**src/rtl/reg_load_arbiter_pkg.sv**
```systemverilog
// Shared types and width helpers for the shared-register load arbiter.
package reg_load_arbiter_pkg;

  typedef enum logic {IDLE = 1'b0, OWN = 1'b1} arb_state_e;

  // Index width for requester pointers; at least one bit even for tiny R.
  function automatic int ptr_w(input int r);
    return (r > 1) ? $clog2(r) : 1;
  endfunction

  function automatic int hold_w(input int max_hold);
    return (max_hold > 0) ? $clog2(max_hold + 1) : 1;
  endfunction

endpackage

```
**src/rtl/reg_load_arbiter_rr_pick.sv**
```systemverilog
// Combinational round-robin picker: first requester after ptr, wrapping.
module rr_pick
  import reg_load_arbiter_pkg::*;
#(
  parameter int R  = 4,
  parameter int PW = ptr_w(R)
) (
  input  logic [R-1:0]  req,
  input  logic [PW-1:0] ptr,
  output logic          found,
  output logic [PW-1:0] idx
);

  logic [2*R-1:0] sh;
  logic [R-1:0]   rot;
  int             off;
  int             sum;

  always_comb begin
    sh    = {req, req} >> (int'(ptr) + 1);
    rot   = sh[R-1:0];
    found = |rot;
    off   = 0;
    // Scan downward so the lowest set bit (closest to ptr+1) wins.
    for (int j = R - 1; j >= 0; j--)
      if (rot[j]) off = j;
    sum = int'(ptr) + 1 + off;
    if (sum >= R) sum = sum - R;
    idx = PW'(sum);
  end

endmodule

```
**src/rtl/reg_load_arbiter.sv**
```systemverilog
// Round-robin arbiter with bounded lock; drives data/load of one shared register.
module reg_load_arbiter
  import reg_load_arbiter_pkg::*;
#(
  parameter int N        = 4,
  parameter int R        = 4,
  parameter int MAX_HOLD = 4
) (
  input  logic                 clk,
  input  logic                 reset,
  input  logic [R-1:0]         req,
  input  logic [R-1:0]         lock,
  input  logic [R*N-1:0]       din,
  output logic [R-1:0]         grant,
  output logic                 load,
  output logic [N-1:0]         dout,
  output logic [ptr_w(R)-1:0]  owner
);

  localparam int PW = ptr_w(R);
  localparam int HW = hold_w(MAX_HOLD);

  arb_state_e    state_q, state_d;
  logic [PW-1:0] ptr_q, win;
  logic [HW-1:0] hold_q, hold_d;
  logic [R-1:0]  others, grant_d;
  logic          keep, found;
  logic [PW-1:0] pick;

  rr_pick #(.R(R), .PW(PW)) u_pick (
    .req   (req),
    .ptr   (ptr_q),
    .found (found),
    .idx   (pick)
  );

  always_comb begin
    others        = req;
    others[owner] = 1'b0;
    keep = (state_q == OWN) && req[owner] && lock[owner] &&
           ((others == '0) || (int'(hold_q) < MAX_HOLD - 1));
    win     = keep ? owner : pick;
    state_d = (keep || found) ? OWN : IDLE;
    grant_d = '0;
    hold_d  = '0;
    if (state_d == OWN) begin
      grant_d[win] = 1'b1;
      // A lone locked owner at the limit is re-granted with a fresh count.
      if (keep && int'(hold_q) < MAX_HOLD - 1) hold_d = hold_q + 1'b1;
    end
  end

  always_ff @(posedge clk or posedge reset) begin
    if (reset) begin
      state_q <= IDLE;
      ptr_q   <= PW'(R - 1);
      owner   <= '0;
      hold_q  <= '0;
      grant   <= '0;
      load    <= 1'b0;
      dout    <= '0;
    end else begin
      state_q <= state_d;
      hold_q  <= hold_d;
      grant   <= grant_d;
      load    <= (state_d == OWN);
      if (state_d == OWN) begin
        ptr_q <= win;
        owner <= win;
        dout  <= din[int'(win)*N +: N];
      end
    end
  end

endmodule
```
**config.mk**
```make
export PLATFORM = sky130hd
export DESIGN_NAME = reg_load_arbiter
export DESIGN_NICKNAME = d
export VERILOG_FILES = /design/src/rtl/reg_load_arbiter_pkg.sv /design/src/rtl/reg_load_arbiter_rr_pick.sv /design/src/rtl/reg_load_arbiter.sv
export SDC_FILE = /design/constraint.sdc
export NUM_CORES = 1
export LEC_CHECK = 0
export BUFFER_PORTS_ARGS = -buffer_cell sky130_fd_sc_hd__buf_4
export CAP_MARGIN = 20
export CORE_UTILIZATION = 30
export CTS_BUF_LIST = sky130_fd_sc_hd__clkbuf_4 sky130_fd_sc_hd__clkbuf_8
export DETAILED_ROUTE_END_ITERATION = 6
export GPL_ROUTABILITY_DRIVEN = 0
export GPL_TIMING_DRIVEN = 0
export PLACE_DENSITY = 0.52
export SYNTH_ARGS = -nofsm -noshare
export SYNTH_HDL_FRONTEND = slang
export SYNTH_SLANG_ARGS = --single-unit
```
**constraint.sdc**
```tcl
create_clock -name clk -period 4 [get_ports clk]
set_input_delay 0.4 -clock clk [delete_from_list [all_inputs] [get_ports clk]]
set_output_delay 0.4 -clock clk [all_outputs]
set_load 0.05 [all_outputs]
```
# Word level (Yosys, flattened, before mapping)
# Cells that the tools add are included.
[word_totals] latch_bits=0 register_bits=16 mem_bits_ro=0 word_cells=48 ram_bits=0 output_inout_bits=11 inputBits=26 memories=0
[op_classes] mul=0 n_addsub=4 div_mod_pow=0 order_cmp=6 n_reduce_logical=10 n_bitwise=2 eq_ne=0 n_mux=18 n_shift=2
[ops] cell="32-bit by 4-bit >= comparator with 1-bit output (second input constant)" n=1
[ops] cell="16-bit by 5-bit variable part select with 4-bit output" n=1
[ops] cell="2-bit 2-to-1 mux" n=6
[ops] cell="8-bit by 3-bit >> shifter with 4-bit output" n=1
[ops] cell="1-bit logical AND" n=6
[ops] cell="2-bit by 3-bit less-than comparator with 1-bit output (second input constant)" n=2
[ops] cell="3-bit 2-to-1 mux" n=2
[ops] cell="1-bit 2-to-1 mux" n=5
[ops] cell="3-bit by 2-bit adder with 4-bit output" n=1
[ops] cell="4-bit bitwise AND" n=1
[ops] cell="1-bit binary-select mux with 2-bit select" n=2
[ops] cell="1-bit demux with 2-bit select" n=2
[ops] cell="2-bit by 1-bit >= comparator with 1-bit output (second input constant)" n=2
[ops] cell="4-bit zero test" n=1
[ops] cell="4-bit 2-to-1 mux" n=1
[ops] cell="4-bit inverter" n=1
[ops] cell="4-bit OR reduction" n=1
[ops] cell="2-bit by 1-bit adder with 3-bit output (second input constant)" n=1
[ops] cell="3-bit by 1-bit adder with 3-bit output (second input constant)" n=1
[ops] cell="3-bit by 2-bit less-than comparator with 1-bit output (second input constant)" n=1
[ops] cell="1-bit logical OR" n=2
[ops] cell="2-bit by 1-bit subtractor with 2-bit output (second input constant)" n=1

# Logic depth before layout (Yosys ltp)
# Gate-level depths: netlist of the first run.
[logic_depth] depth_word=15 depth_mapped=12 depth_no_buf=11

# Hierarchy
# Synthesis of the first run repeated with hierarchy kept, for this count alone.
[unflattened] hier_cells=112 area_unflattened_um2=1260.0
[by_module_without_submodules] mod="reg_load_arbiter" area_per_inst_um2=1086.0 seq_area_each_um2=402.9 cells_each=88 n_inst=1
[by_module_without_submodules] mod="rr_pick" area_per_inst_um2=173.9 seq_area_each_um2=0.0 cells_each=24 n_inst=1

# Worst setup path after synthesis of the first run
# Ideal clock, no wire load.
[synth_timing] kind="input to register" start="in req[1]" end="reg dout[0]" arrival_time_ns=2.520 t_required_ns=3.927 setup_time_ns=0.073 path_stages=11 slack_ns=1.406 n_path_buf=1 cell_sequence="buf_6 or2_0 mux2_2 o21ai_0 a21oi_1 ha_1 xnor2_1 xnor2_1 mux2i_1 mux2_2 a21oi_2"
[synth_via] elab_chain_cells=10 word_cells_on_any_way=22 classes_between="add/sub: 2; order compare: 1; shift: 2; mux: 9; bitwise: 1; reduce/logical: 7"
[synth_rtl] item="from (decl)" line_no="reg_load_arbiter.sv:11" source="input logic [R-1:0] req,"
[synth_rtl] item="8-bit by 3-bit >> shifter with 4-bit output" line_no="reg_load_arbiter_rr_pick.sv:20" source="sh = {req, req} >> (int'(ptr) + 1);"
[synth_rtl] item="2-bit 2-to-1 mux (4 in a row)" line_no="reg_load_arbiter_rr_pick.sv:26" source="if (rot[j]) off = j;"
[synth_rtl] item="3-bit by 2-bit adder with 4-bit output" line_no="reg_load_arbiter_rr_pick.sv:27" source="sum = int'(ptr) + 1 + off;"
[synth_rtl] item="32-bit by 4-bit >= comparator with 1-bit output / 2-bit by 1-bit subtractor with 2-bit output (equally long branches)" line_no="reg_load_arbiter_rr_pick.sv:28" source="if (sum >= R) sum = sum - R;"
[synth_rtl] item="2-bit 2-to-1 mux" line_no="reg_load_arbiter_rr_pick.sv:28"
[synth_rtl] item="2-bit 2-to-1 mux" line_no="reg_load_arbiter.sv:42" source="win = keep ? owner : pick;"
[synth_rtl] item="16-bit by 5-bit variable part select with 4-bit output" line_no="reg_load_arbiter.sv:70" source="dout <= din[int'(win)*N +: N];"
[synth_rtl] item="to (signal assigned)" line_no="reg_load_arbiter.sv:70"
[synth_rtl] item="to (decl)" line_no="reg_load_arbiter.sv:16" source="output logic [N-1:0] dout,"
# Parallel ways exist; a longest one is shown, timed or not. The select of a mux whose other input is x is not followed.
# A chain may end at the register's enable or synchronous reset.

# Worst setup path in the final report of the first run
[layout_timing] start="reg ptr_q[0]" end="reg dout[3]"
[layout_via] elab_chain_cells=11 word_cells_on_any_way=15 classes_between="add/sub: 3; order compare: 1; shift: 2; mux: 7; reduce/logical: 2"
[layout_rtl] item="from (decl)" line_no="reg_load_arbiter.sv:24" source="logic [PW-1:0] ptr_q, win;"
[layout_rtl] item="from (signal assigned)" line_no="reg_load_arbiter.sv:56" source="ptr_q <= PW'(R - 1);"
[layout_rtl] item="from (signal assigned)" line_no="reg_load_arbiter.sv:68" source="ptr_q <= win;"
[layout_rtl] item="2-bit by 1-bit adder with 3-bit output *" line_no="reg_load_arbiter_rr_pick.sv:20, reg_load_arbiter_rr_pick.sv:27"
[layout_rtl] item="8-bit by 3-bit >> shifter with 4-bit output" line_no="reg_load_arbiter_rr_pick.sv:20"
[layout_rtl] item="2-bit 2-to-1 mux (4 in a row)" line_no="reg_load_arbiter_rr_pick.sv:26"
[layout_rtl] item="3-bit by 2-bit adder with 4-bit output" line_no="reg_load_arbiter_rr_pick.sv:27"
[layout_rtl] item="32-bit by 4-bit >= comparator with 1-bit output / 2-bit by 1-bit subtractor with 2-bit output (equally long branches)" line_no="reg_load_arbiter_rr_pick.sv:28"
[layout_rtl] item="2-bit 2-to-1 mux" line_no="reg_load_arbiter_rr_pick.sv:28"
[layout_rtl] item="2-bit 2-to-1 mux" line_no="reg_load_arbiter.sv:42"
[layout_rtl] item="16-bit by 5-bit variable part select with 4-bit output" line_no="reg_load_arbiter.sv:70"
# Every way passes the cells marked *; elsewhere a longest branch is shown, timed or not.

==> results of run 1 <==
==> power breakdown <==
part | internal, mW | leakage [nW] | total, mW | switching (mW)
registers | 0.243 | 0.192 | 0.293 | 0.0493
clock network | 0.0553 | 0.0210 | 0.103 | 0.0478
logic | 0.378 | 0.464 | 0.862 | 0.483
==> registers in the layout, summed over array words and instances, names as in the netlist <==
register  cells
hold_q        3
ptr_q         2
dout          4
grant         4
state_q       1
owner         2
==> per-stage QoR <==
stage | hold WS (ps) | cell area (µm²) | cells | utilization | power (mW)
5_1_grt | 243 | 1430 | 188 | 0.420 | 1.36
3_3_place_gp | 480 | 1390 | 184 | 0.410 | 1.15
6_report | 190 | 1430 | 188 | 0.420 | 1.26
4_1_cts | 204 | 1430 | 188 | 0.420 | 1.28
2_1_floorplan | 312 | 1080 | 105 | - | 0.973
3_5_place_dp | 488 | 1390 | 184 | 0.410 | 1.17
==> area by class of cell <==
type / instances / area share
Tap cell: 46 / 0.0404
Clock buffer: 4 / 0.0255
Buffer: 7 / 0.0413
Inverter: 5 / 0.0132
Timing Repair Buffer: 33 / 0.174
Multi-Input combinational cell: 77 / 0.423
Sequential cell: 16 / 0.283
==> path summary, 6_finish.rpt <==
path / from / to
worst max-delay path: ptr_q[0] / dout[3]
worst min-delay path: reset / dout[0]
worst max register to register: ptr_q[0] / dout[3]
worst min register to register: hold_q[2] / hold_q[0]
max in group asynchronous: reset / hold_q[1]
min in group clk: hold_q[2] / hold_q[0]
==> routing by layer <==
metal  vias to the layer above  track usage
met5                         -            0
met4                         0       0.0174
met3                         0       0.0423
met2                        26        0.221
met1                       413        0.174
li1                        446            -
==> kinds of logic after synthesis <==
group | synth area share
xor gates and xnor gates | 0.0162
DFF | 0.372
AOI/OAI and AO/OA | 0.156
buffers and inverters | 0.0716
and+or+nand+nor | 0.155
adders and majority gates | 0.0346
muxes | 0.195
==> worst register-to-register path: stages, from the launching register on <==
cell     delay [ps]
dfstp_2         370
buf_2           160
or2_0           250
mux2_2          260
o21ai_0         150
a21oi_1          90
ha_1            210
xnor2_1         130
xnor2_1         120
mux2i_1         560
mux2_2          420
a21oi_2         130
==> placed cells by master, fill, tap and decap left out, drive strengths merged, types with 2 or more instances in the layout <==
master and n:
buf 39, nor2 14, dfrtp 14, mux2i 12
a21oi 9, inv 5, mux2 5, clkbuf 5
and2 5, nor3 4, nand2 3, ha 3
nor4 2, xnor2 2, o32ai 2, o21ai 2
o21a 2, and3 2, dfstp 2
==> impl_metrics.csv, run 1 <==
group,metric,value,unit
status,status,"complete, no violations",
drt,first_pass_iters,4,
critical_path,r2r_slack,1090,ps
place,io_buffers,33,
layout,areaGrowthSynthToFinish,31.5,%
critical_path,cp-start-kind,"flop",
sta,fmax,0.343,GHz
drt,wl_per_cell,12.3,µm
drt,routed_wl,2320,µm
sta,finalSetupTns,0,ps
global_route,antenna_found_initial,0,
critical_path,cp_max_fo,9,
sta,tightestPinTransition,688,ps
yosys,yosys.area.top_type_share,0.323,
yosys,async_reset_ff_frac,1.00,
floorplanning,rows,21,
clock_tree,post_cts_buffers,0,
drt,first_iter_violations,10,
critical_path,critPathTopFamily,"multiplexers",
floorplanning,die_h,62.1,µm
pwr,ir_worst_vdd,410,µV
global_route,groute.usage.overall,0.133,
drt,remaining_drc_errors,0,
clock_tree,clock-sinks,16,
sta,timing.final.crit_share,0.728,
yosys,ys_top_cells_by_area,"dfrtp_1 32%, mux2i_1 10%, mux2_2 5.2%",
global_route,grt_max_degree,17,
clock_tree,clock-root-buffer,"clkbuf_4",
clock_tree,numCtsBuffers,3,
critical_path,path_class,"reg2reg",
floorplanning,die-width,62.1,µm
sta,setup_violations,0,
clock_tree,clk_path_buf_depth,2,
pwr,p_per_area,882,nW/µm²
clock_tree,clkLatencyLatePin,280,ps
place,dp_slack,1060,ps
floorplanning,ios,37,
sta,rsz0062_at_grt,"false",
sta,slew_headroom,0.528,
layout,num_antenna_cells,0,
critical_path,arrival,3130,ps
global_route,grt_pass1_vias,919,
yosys,syn-cell-area,1080,µm²
global_route,grt_pass1_wl,4140,µm
yosys,synth_ff_type,"dfrtp_1",
drt,dr_wl_met2,1120,µm
drt,highest_layer,"met3",
layout,multiInputGateArea,603,µm²
yosys,synth_cell_types,35,
drt,wl_met3,111,µm
floorplanning,dieArea,3860,µm²
yosys,yosysTopAreaCell,"dfrtp_1",
layout,nFillCells,345,
yosys,synth_edf_count,0,
critical_path,path_cells,"buf_2, or2_0, mux2_2, o21ai_0, a21oi_1, ha_1, xnor2_1, xnor2_1, mux2i_1, mux2_2, a21oi_2",
flow_run,max_cap_viol_count,0,
drt,ant_nets,0,
floorplanning,start_util,0.320,
clock_tree,cts_resized,0,
place,dp_hpwl,1800,µm
yosys,syn_inst,105,
layout,register_area,403,µm²
sta,report.final.slew_viol_count,0,
yosys,syn_nets,134,
yosys,synth.avg_cell_area,10.3,µm²
sta,finalWorstPathRequiredPeriod,2910,ps
layout,drive_above_1_share,0.430,
critical_path,r2r_cells,11,
critical_path,cp-end-kind,"flop",
critical_path,crit_buf_inv,1,
clock_tree,cts_tree,"yes",
critical_path,max_stage_delay,560,ps
sta,finalWorstSetupSlack,1090,ps
min_path,hp-class,"in2async",
pwr,p_leak,0.677,nW
floorplanning,core-area,3390,µm²
global_route,gr-total-overflow,0,
yosys,ys_seq_area_frac,0.372,
yosys,yosysWarnings,0,
clock_tree,clkSlewWorstSetupHoldPaths,90,ps
clock_tree,htree_num_levels,1,
drt,num_vias,885,
critical_path,critPathSlowestCell,"mux2i_1",
drt,via_per_inst,4.71,
clock_tree,hold_buffers,0,
yosys,ys_seq_elements,16,
sta,hold_viol,0,
sta,worst_clock_skew,2.97,ps
critical_path,required,4210,ps
drt,wirelength_met1,1090,µm
yosys,yosys-top-cells-count,"14 x dfrtp_1, 14 x nor2_1, 11 x mux2i_1",
critical_path,worst-path-stages,11,
layout,fin_nets,172,
(Power assumes the default switching activity.)
==> run 2: changes to the inputs <==
--- a/config.mk
+++ b/config.mk
@@ -12,7 +12,7 @@
 export DETAILED_ROUTE_END_ITERATION = 6
 export GPL_ROUTABILITY_DRIVEN = 0
 export GPL_TIMING_DRIVEN = 0
-export PLACE_DENSITY = 0.52
+export PLACE_DENSITY = 0.54
 export SYNTH_ARGS = -nofsm -noshare
 export SYNTH_HDL_FRONTEND = slang
 export SYNTH_SLANG_ARGS = --single-unit
==> constraint.sdc (replaced) <==
create_clock -name clk -period 2.5 [get_ports clk]
set_input_delay 0.25 -clock clk [delete_from_list [all_inputs] [get_ports clk]]
set_output_delay 0.25 -clock clk [all_outputs]
set_load 0.05 [all_outputs]
==> impl_metrics.csv, run 2 (synthesis results as in run 1) <==
group,metric,value,unit
status,status,"complete, no violations",
sta,finalSetupTns,0,ps
drt,first_iter_violations,69,
global_route,gr-total-overflow,0,
place,io_buffers,33,
global_route,groute.usage.overall,0.136,
floorplanning,ios,37,
global_route,grt_pass1_vias,953,
critical_path,path_class,"reg2reg",
critical_path,required,2720,ps
pwr,ir_worst_vdd,650,µV
sta,worst_clock_skew,1.96,ps
sta,hold_viol,0,
drt,remaining_drc_errors,0,
sta,tightestPinTransition,596,ps
drt,routed_wl,2430,µm
drt,ant_nets,0,
floorplanning,core-area,3390,µm²
place,dp_slack,-268,ps
critical_path,critPathSlowestCell,"dfstp_2",
floorplanning,die_h,62.1,µm
clock_tree,clock-root-buffer,"clkbuf_4",
critical_path,cp-start-kind,"flop",
global_route,grt_max_degree,17,
critical_path,critPathLaunch,"ptr_q[0]",
sta,rsz0062_at_grt,"true",
floorplanning,die-width,62.1,µm
drt,wl_per_cell,12.8,µm
sta,finalWorstPathRequiredPeriod,2430,ps
sta,hold_slack,28.5,ps
clock_tree,htree_num_levels,1,
sta,timing.final.crit_share,0.972,
pwr,p_per_area,1540,nW/µm²
clock_tree,clk_path_buf_depth,2,
layout,final_common_cell,"buf_4",
floorplanning,start_util,0.320,
place,dp_hpwl,1800,µm
layout,top_regs,"dout: 4 flops, grant: 4 flops, hold_q: 3 flops",
sta,slew_headroom,0.603,
sta,report.final.slew_viol_count,0,
critical_path,critPathTopFamily,"multiplexers",
flow_run,max_cap_viol_count,0,
floorplanning,dieArea,3860,µm²
critical_path,timing.rr.start,"ptr_q[0]",
critical_path,r2r_cells,10,
pwr,p_leak,0.719,nW
min_path,hp-class,"in2async",
sta,setup_violations,0,
sta,finalWorstSetupSlack,69.3,ps
layout,most-common-layout-cells,"34 x buf_4, 14 x nor2_1, 13 x dfrtp_1",
critical_path,cp-end-kind,"flop",
drt,via_per_inst,4.76,
critical_path,arrival,2650,ps
clock_tree,clkSlewWorstSetupHoldPaths,90,ps
clock_tree,clock-sinks,16,
floorplanning,rows,21,
drt,num_vias,904,
clock_tree,clkLatencyLatePin,280,ps
clock_tree,numCtsBuffers,3,
critical_path,cp_max_fo,8,
layout,drive_above_1_share,0.486,
sta,fmax,0.411,GHz
global_route,antenna_found_initial,0,
critical_path,path_cells,"nand2_1, mux2_2, o21ai_2, a21oi_2, ha_2, xnor2_2, xnor2_2, mux2i_4, mux2_4, a21oi_2",
global_route,grt_pass1_wl,4240,µm
critical_path,worstReg2RegEnd,"dout[1]",
layout,areaGrowthSynthToFinish,39.6,%
clock_tree,cts_tree,"yes",
critical_path,max_stage_delay,610,ps
layout,num_antenna_cells,0,
drt,first_pass_iters,4,
critical_path,crit_buf_inv,0,
layout,fin_nets,174,
critical_path,r2r_slack,70,ps
-- run 2: worst max-delay path by stage --
stage	end	slack, ps	depth (start not counted)
after floorplan	dout[0]	0.6	11
final	dout[1]	70	10
after global routing	dout[0]	-50	10
after detailed placement	dout[0]	-270	11
after global placement	dout[1]	-220	11
after CTS	dout[1]	70	10
-- run 2: final cells by class --
type / count / area [µm²]
sequential: 16 / 404
clock buffer: 4 / 36.3
tap: 46 / 57.6
multi-input combinational: 77 / 656
fill: 320 / 1880
inverter: 5 / 18.8
buffer: 6 / 53.8
timing repair buffer: 36 / 287
-- run 2: metal layers --
| metal | routed length, µm | track usage |
|---|---|---|
| met1 | 1130 | 0.172 |
| met2 | 1130 | 0.234 |
| met3 | 157 | 0.0239 |
| met4 | 7 | 0.0436 |
| met5 | 0 | 0 |
-- run 2: where the power goes --
part           switching, mW  leakage, nW  internal [mW]  total (mW)
combinational          0.838        0.507          0.829        1.67
sequential             0.104        0.191          0.392       0.497
clock                 0.0787       0.0210         0.0885       0.167
-- run 2: what timing repair did --
action                                 4_1_cts  5_1_grt
gates resized for setup                      8        5
setup buffers                                2        1
hold buffers                                 0        0
endpoints found under the hold margin        0        0
pin swaps                                    2        1
setup endpoints to repair                    8        8
gates cloned                                 0        0
-- run 2: per-stage QoR --
stage	utilization	cells	power (mW)	cell area [µm²]
finish	0.446	190	2.33	1510
global route	0.446	190	2.50	1510
CTS	0.436	189	2.28	1480
detailed placement	0.411	184	1.88	1390
global placement	0.411	184	1.86	1390
floorplan	-	105	1.58	1090
